`src/rtl/seq_tx.sv`:
```
// rtl/seq_tx.sv - serial code-sequence transmitter, MSB first, repeated frames with idle gaps
// Registered outputs; busy/done handshake for a sequencing controller.
module seq_tx #(
  parameter int N  = 4,
  parameter int CW = 4
) (
  input  logic          i_clk,
  input  logic          i_rst,
  input  logic          i_load,
  input  logic [N-1:0]  i_incode,
  input  logic          i_start,
  input  logic [CW-1:0] i_nrep,
  input  logic [CW-1:0] i_gap,
  output logic          o_outbit,
  output logic          o_frame,
  output logic          o_busy,
  output logic          o_done
);

  localparam int BW = (N > 1) ? $clog2(N) : 1;
  localparam logic [1:0] S_IDLE = 2'd0;
  localparam logic [1:0] S_SEND = 2'd1;
  localparam logic [1:0] S_GAP  = 2'd2;
  localparam logic [BW-1:0] BIDX_MSB = BW'(N - 1);

  logic [1:0]    r_state;
  logic [N-1:0]  r_code;
  logic [BW-1:0] r_bidx;
  logic [CW-1:0] r_frem;
  logic [CW-1:0] r_gcnt;
  logic [CW-1:0] r_glen;
  logic          r_outbit;
  logic          r_frame;
  logic          r_busy;
  logic          r_done;

  logic [N-1:0]  w_code_start;
  logic [BW-1:0] w_bidx_dec;
  logic [CW-1:0] w_frem_dec;

  // A load in the start cycle must already feed the first bit.
  assign w_code_start = i_load ? i_incode : r_code;
  assign w_bidx_dec   = r_bidx - BW'(1);
  assign w_frem_dec   = (r_frem != '0) ? (r_frem - CW'(1)) : r_frem;

  always_ff @(posedge i_clk or posedge i_rst) begin
    if (i_rst) begin
      r_state  <= S_IDLE;
      r_code   <= '0;
      r_bidx   <= '0;
      r_frem   <= '0;
      r_gcnt   <= '0;
      r_glen   <= '0;
      r_outbit <= 1'b0;
      r_frame  <= 1'b0;
      r_busy   <= 1'b0;
      r_done   <= 1'b0;
    end else begin
      r_done <= 1'b0;
      case (r_state)
        S_IDLE: begin
          if (i_load) r_code <= i_incode;
          if (i_start) begin
            r_frem   <= (i_nrep == '0) ? CW'(1) : i_nrep;
            r_glen   <= i_gap;
            r_bidx   <= BIDX_MSB;
            r_state  <= S_SEND;
            r_outbit <= w_code_start[N-1];
            r_frame  <= 1'b1;
            r_busy   <= 1'b1;
          end
        end
        S_SEND: begin
          if (r_bidx == '0) begin
            r_frem <= w_frem_dec;
            if (w_frem_dec == '0) begin
              r_state  <= S_IDLE;
              r_outbit <= 1'b0;
              r_frame  <= 1'b0;
              r_busy   <= 1'b0;
              r_done   <= 1'b1;
            end else if (r_glen == '0) begin
              r_bidx   <= BIDX_MSB;
              r_outbit <= r_code[N-1];
            end else begin
              r_state  <= S_GAP;
              r_gcnt   <= r_glen;
              r_outbit <= 1'b0;
              r_frame  <= 1'b0;
            end
          end else begin
            r_bidx   <= w_bidx_dec;
            r_outbit <= r_code[w_bidx_dec];
          end
        end
        S_GAP: begin
          // gcnt holds the gap cycles still to spend, including the current one.
          if (r_gcnt <= CW'(1)) begin
            r_state  <= S_SEND;
            r_bidx   <= BIDX_MSB;
            r_outbit <= r_code[N-1];
            r_frame  <= 1'b1;
          end else begin
            r_gcnt <= r_gcnt - CW'(1);
          end
        end
        default: begin
          r_state  <= S_IDLE;
          r_outbit <= 1'b0;
          r_frame  <= 1'b0;
          r_busy   <= 1'b0;
        end
      endcase
    end
  end

  assign o_outbit = r_outbit;
  assign o_frame  = r_frame;
  assign o_busy   = r_busy;
  assign o_done   = r_done;

endmodule

```
`config.mk`:
```
export PLATFORM = sky130hd
export DESIGN_NAME = seq_tx
export DESIGN_NICKNAME = d
export VERILOG_FILES = /design/src/rtl/seq_tx.sv
export SDC_FILE = /design/constraint.sdc
export NUM_CORES = 1
export LEC_CHECK = 0
export CAP_MARGIN = 20
export CORE_MARGIN = 4
export CORE_UTILIZATION = 50
export DETAILED_ROUTE_END_ITERATION = 6
export MAX_ROUTING_LAYER = met4
export PLACE_DENSITY_LB_ADDON = 0.2
export SETUP_SLACK_MARGIN = 0.5
export SLEW_MARGIN = 20
export SYNTH_ARGS = -nofsm -noshare
export SYNTH_HDL_FRONTEND = slang
export SYNTH_SLANG_ARGS = --single-unit
```
`constraint.sdc`:
```
create_clock -name i_clk -period 2.75 [get_ports i_clk]
set_input_delay 0.825 -clock i_clk [delete_from_list [all_inputs] [get_ports i_clk]]
set_output_delay 0.825 -clock i_clk [all_outputs]
set_load 0.03 [all_outputs]
```
After elaboration in Yosys (flattened, before gate mapping)
Cells that the tools add are included.

Bitwise logic cells: 1. Muxes and demuxes: 43. Divide/modulo/power cells: 0. Equal/unequal tests: 12. Add/subtract/negate cells: 3. Shift operators: 0. $mul: 0. Reductions and logical operators: 17. Order comparisons: 2.

Operators with widths (count): 4-bit 2-to-1 mux (9); 2-bit 2-to-1 mux (10); 1-bit 2-to-1 mux (16); 4-bit one-hot mux with 2 select lines (2); 2-bit != test (second input constant) (7); 4-bit logical NOT (3); 2-bit one-hot mux with 3 select lines (2); 5-bit AND reduction (2); 3-bit != test (second input constant) (3); 1-bit one-hot mux with 3 select lines (3); 4-bit AND reduction (2); 4-bit by 1-bit subtractor with 4-bit output (second input constant) (2); 2-bit AND reduction (3); 4-bit by 1-bit <= comparator with 1-bit output (second input constant) (1); 2-bit logical NOT (2); 2-bit nonzero test (2); 4-bit nonzero test (1); 2-bit by 3-bit less-than comparator with 1-bit output (second input constant) (1); 3-bit AND reduction (1); 3-bit nonzero test (1); 1-bit binary-select mux with 2-bit select (1); 2-bit by 1-bit equality test with 1-bit output (second input constant) (1); 2-bit equality test (second input constant) (1); 2-bit by 1-bit subtractor with 2-bit output (second input constant) (1); 1-bit NOT (1).

RAM bits: 0. Latch bits: 0. Bits in read-only memories: 0. Memories: 0. Input port bits: 16. Flip-flop bits (word level): 24.

Logic depth before layout (Yosys ltp)
Depth in word-level cells: 6. Depth in mapped cells: 7.

Least setup slack after synthesis
OpenSTA, ideal clock, no wires.

Path kind: register -> register. Start: register r_frem[0]. End: register r_gcnt[0]. Required time: 2.602 ns. Buffers on the path: 0. Stages on the path, launching flop included: 8. Arrival: 1.753 ns. Clock period less this slack: 1.901 ns. Path slack: 0.849 ns. Setup time: 0.148 ns. Path through: dfrtp_1 inv_1 ha_1 nor2b_1 nor4b_4 or4_1 mux2i_1 a32oi_1.

Cells in the longest elaborated chain, start to end: 5. Elaborated cells on any way between the ends: 6. Those cells by class: 1 x add/sub; 1 x eq/ne; 1 x mux; 3 x reduce/logical.

Ends and longest elaborated chain: start, declared (RTL line 29) `logic [CW-1:0] r_frem;`; start signal, assigned (RTL line 64) `r_frem <= (i_nrep == '0) ? CW'(1) : i_nrep;`; start signal, assigned (RTL line 75) `r_frem <= w_frem_dec;`; 4-bit by 1-bit subtractor with 4-bit output or 4-bit nonzero test (tied branches) (RTL line 44) `assign w_frem_dec = (r_frem != '0) ? (r_frem - CW'(1)) : r_frem;`; 4-bit 2-to-1 mux (*) (RTL line 44); 4-bit logical NOT (*) (RTL line 76) `if (w_frem_dec == '0) begin`; 2-bit != test (no source line) (*); 5-bit AND reduction (no source line) (*); end signal, assigned (RTL line 87) `r_gcnt <= r_glen;`; end signal, assigned (RTL line 104) `r_gcnt <= r_gcnt - CW'(1);`; end, declared (RTL line 30) `logic [CW-1:0] r_gcnt;`.

Every way passes the cells marked *; elsewhere a longest branch is shown, timed or not. A chain may end at the register's enable or synchronous reset.

Worst setup path after layout
Start: register r_done (netlist: o_done). End: output port o_done.

RTL lines: start, declared (RTL line 35) `logic r_done;`; start signal, assigned (RTL line 57) `r_done <= 1'b0;`; start signal, assigned (RTL line 59) `r_done <= 1'b0;`; start signal, assigned (RTL line 81) `r_done <= 1'b1;`; end, declared (RTL line 17) `output logic o_done`.

No word-level cell between the ends.

==> impl_table.tex <==
\begin{tabular}{lr}
\hline
Metric & Value \\
\hline
\multicolumn{2}{l}{\textbf{Global route}} \\
Wire length of the first global-routing pass & 4460 microns \\
Number of antenna violations at the first check in global routing & 0 \\
Remaining Overflow, GRT & 0 \\
Pin count of the biggest net entering global routing & 15 \\
Global Route Usage Sum & 16.8\% \\
Vias in the first global route & 1049 \\
\multicolumn{2}{l}{\textbf{Timing}} \\
Max Clock Freq & 466 MHz \\
Sum Neg Setup Slack & 0 ns \\
Part of the cycle the worst path needs & 78.1\% \\
Smallest setup slack after layout & 0.604 ns \\
Minimum period implied by the final worst setup slack & 2.15 ns \\
Slew of the pin with the lowest slew margin & 0.681 ns \\
Max-slew headroom & 54.2\% \\
Max-slew violations & 0 \\
Clk\_skew & 0.00994 ns \\
Final Hold Fails & 0 \\
RSZ-0062 raised after global routing & false \\
Number of setup violations in the final report & 0 \\
\multicolumn{2}{l}{\textbf{Clocking}} \\
Clock root buffer master & sky130\_fd\_sc\_hd\_\_clkbuf\_4 \\
Number of sinks handled by clock tree synthesis & 24 \\
CTS tree & built \\
Clock-pin slew on the worst setup and hold paths & 0.14 ns \\
Maximum root-to-sink buffer count & 2 \\
Clock insertion delay at the later pin of the skew report & 0.32 ns \\
Number of H-tree branching levels & 1 \\
Inserted Clock Buffers & 3 \\
Number of buffers added to fix hold violations after cts & 0 \\
\multicolumn{2}{l}{\textbf{Worst setup path}} \\
Startpoint-to-endpoint class of the critical path & register to primary output \\
Data required time of the critical path & 1.93 ns \\
CP top delay family & buffers and inverters \\
Worst EP arrival & 1.32 ns \\
Slowest CP cell & sky130\_fd\_sc\_hd\_\_clkdlybuf4s50\_1 \\
Origin of the critical flop-to-flop path & r\_frem[0]\$\_DFFE\_PP0P\_ \\
Bufs and invs on worst path & 1 \\
Worst r2r dst & o\_busy\$\_DFFE\_PP0P\_ \\
Biggest cell delay along the critical path & 0.66 ns \\
Top fanout value on the critical path & 1 \\
Number of cell instances on the worst register-to-register path & 6 \\
Worst setup path startpoint & o\_done\$\_DFF\_PP0\_ \\
Category of the worst setup path launch point & register \\
Crit-path cells & clkdlybuf4s50\_1 \\
Register-to-register setup slack & 0.62 ns \\
Type of element capturing the critical path & primary output \\
\multicolumn{2}{l}{\textbf{Place}} \\
Detail Placement HPWL & 2060 microns \\
Placer Congestion & 0.897 \\
Pre-CTS setup slack & 0.460 ns \\
Buffers on Ports & 19 \\
\multicolumn{2}{l}{\textbf{Status}} \\
Run status & complete, no violations \\
\multicolumn{2}{l}{\textbf{Flow run}} \\
Max-capacitance violation count & 0 \\
\multicolumn{2}{l}{\textbf{Layout}} \\
Leading cell types in the layout, fill and taps excluded & sky130\_fd\_sc\_hd\_\_dfrtp\_1, sky130\_fd\_sc\_hd\_\_clkdlybuf4s50\_1, sky130\_fd\_sc\_hd\_\_nor2\_1, sky130\_fd\_sc\_hd\_\_inv\_1, sky130\_fd\_sc\_hd\_\_a21oi\_1 \\
\# diodes & 0 \\
Nets & 174 \\
Layout overhead on the synthesized area & 21.0\% \\
Fraction of layout cells with a size suffix above 1 & 14.4\% \\
Most common cell after layout, fill and taps aside & sky130\_fd\_sc\_hd\_\_dfrtp\_1 \\
\multicolumn{2}{l}{\textbf{Synthesis}} \\
Cell Area, Synth & 1360 sq um \\
Synthesized instance count & 132 \\
Leading register cell type out of synthesis & sky130\_fd\_sc\_hd\_\_dfrtp\_1 \\
Number of warnings printed during yosys synthesis & 0 \\
Count of flip-flops with a built-in enable after synthesis & 0 \\
Async set-reset flop share out of synthesis & 100\% \\
Mean Syn Cell Area & 10.3 sq um \\
Net count after synthesis & 152 \\
Number of register bits inferred by synthesis & 24 \\
Number of different library cells in the post-synthesis netlist & 38 \\
Sequential area share after synthesis & 44.3\% \\
\multicolumn{2}{l}{\textbf{Min path}} \\
Worst min-delay path category & register to register \\
Worst hold stages & 1 \\
Startpoint of the lowest-slack hold path & r\_code[1]\$\_DFFE\_PP0P\_ \\
Endpoint, Worst Hold & r\_code[1]\$\_DFFE\_PP0P\_ \\
\multicolumn{2}{l}{\textbf{Pwr}} \\
Share of total power in sequential cells & 37.3\% \\
Maximum ir drop on the vdd rail & 867 uV \\
Combinational cell fraction of total power & 49.1\% \\
Switching Power & 0.000769 W \\
Switching portion of total power & 41.0\% \\
Total power after layout & 0.00188 W \\
Clock share of power & 13.6\% \\
Internal power & 0.00111 W \\
Power per unit of standard cell area & 1140 nW/um\^{}2 \\
Leak Pwr & 0.714 nW \\
\multicolumn{2}{l}{\textbf{Floorplanning}} \\
Initial Utilization & 53.7\% \\
I/O Pins & 20 \\
Width of the chip & 60.1 microns \\
Chip Height & 60.1 microns \\
Area of the core & 2520 sq um \\
Die footprint & 3610 sq um \\
\# rows & 18 \\
\multicolumn{2}{l}{\textbf{Route}} \\
First drt pass iteration count & 4 \\
Drt first-iter violations & 27 \\
Post-route DRC & 0 \\
Vias/cell & 5.79 \\
Routed Antenna Nets & 0 \\
Total wire length after detailed routing & 2710 microns \\
Routed length per instance & 14.8 microns \\
Number of vias after detailed routing & 1059 \\
\hline
\end{tabular}
[Yosys cell counts, types with 3 or more instances]
cell type | n | area, sq um
sky130_fd_sc_hd__dfrtp_1 | 24 | 601
sky130_fd_sc_hd__inv_1 | 12 | 45.0
sky130_fd_sc_hd__nor2_1 | 12 | 45.0
sky130_fd_sc_hd__a21oi_1 | 9 | 45.0
sky130_fd_sc_hd__mux2_2 | 8 | 90.1
sky130_fd_sc_hd__nand2_1 | 8 | 30.0
sky130_fd_sc_hd__o21ai_0 | 6 | 30.0
sky130_fd_sc_hd__nor2b_1 | 5 | 31.3
sky130_fd_sc_hd__ha_1 | 4 | 50.1
sky130_fd_sc_hd__nand2b_1 | 4 | 25.0
sky130_fd_sc_hd__mux2i_1 | 3 | 30.0
sky130_fd_sc_hd__nor3_1 | 3 | 15.0
sky130_fd_sc_hd__o22ai_1 | 3 | 18.8
[routing by layer]
metal	global-route usage, %	wire length, microns	part of all wire (%)	vias to the layer above
met5	-	0	0	-
met4	4.43	29	1.1	0
met3	4.75	158	5.8	4
met2	27.3	1290	47	26
met1	20.6	1230	46	507
li1	-	-	-	522
[flip-flops by register name (all words and copies together) (netlist names)]
register  count
o_frame       1
o_outbit      1
r_gcnt        4
r_bidx        2
r_state       2
r_glen        4
r_frem        4
o_done        1
o_busy        1
r_code        4
[final cells by class]
class	count	area, sq um
fillers	189	883
clock buffers	3	22.5
multi-input cells	92	694
clock inverters	1	30.0
repair buffers	21	209
flip-flops and latches	24	601
inverters	12	45.0
well taps	30	37.5
[kinds of logic (layout without fill, tap and decap cells)]
logic type / count (synthesis) / in the layout / synth area share, %
flip-flops: 24 / 24 / 44.3
multiplexers: 12 / 12 / 10.5
buffers and inverters: 16 / 37 / 4.80
AO/OA/AOI/OAI: 33 / 33 / 17.8
AND/OR/NAND/NOR: 43 / 43 / 18.8
adder cells (fa/ha/maj): 4 / 4 / 3.69
[repair_timing]
action / 4_1_cts / 5_1_grt
endpoints found under the setup margin: 1 / 4
buffers inserted: 0 / 0
endpoints found under the hold margin: 0 / 0
cloned: 0 / 0
resized for setup: 1 / 3
[worst max path at each step]
stage / end / slack (ns) / depth (start not counted)
after floorplan: r_gcnt[0]$_DFFE_PP0P_ / 0.85 / 7
after global placement: r_code[0]$_DFFE_PP0P_ / 0.48 / 3
after detailed placement: r_code[2]$_DFFE_PP0P_ / 0.46 / 3
after CTS: o_frame / 0.52 / 1
after global routing: r_gcnt[2]$_DFFE_PP0P_ / 0.50 / 7
final: o_done / 0.60 / 1
[through the flow]
step,utilization [%],hold slack (ns),std cells,instance area (sq um)
4_1_cts,64.6,0.517,183,1630
5_1_grt,65.0,0.557,183,1640
3_3_place_gp,62.5,0.489,179,1580
3_5_place_dp,62.5,0.493,179,1580
6_report,65.0,0.521,183,1640
2_1_floorplan,-,0.461,132,1360
[power groups by stage]
stage	sequential, W	combinational [W]	clock (W)
global placement	0.000695	0.000885	0
finish	0.000700	0.000920	0.000255
CTS	0.000694	0.000921	0.000261
floorplan	0.000673	0.000718	0
detailed placement	0.000702	0.000921	0
global route	0.000731	0.00101	0.000276
Note: power is estimated with default switching activity, not from simulation.
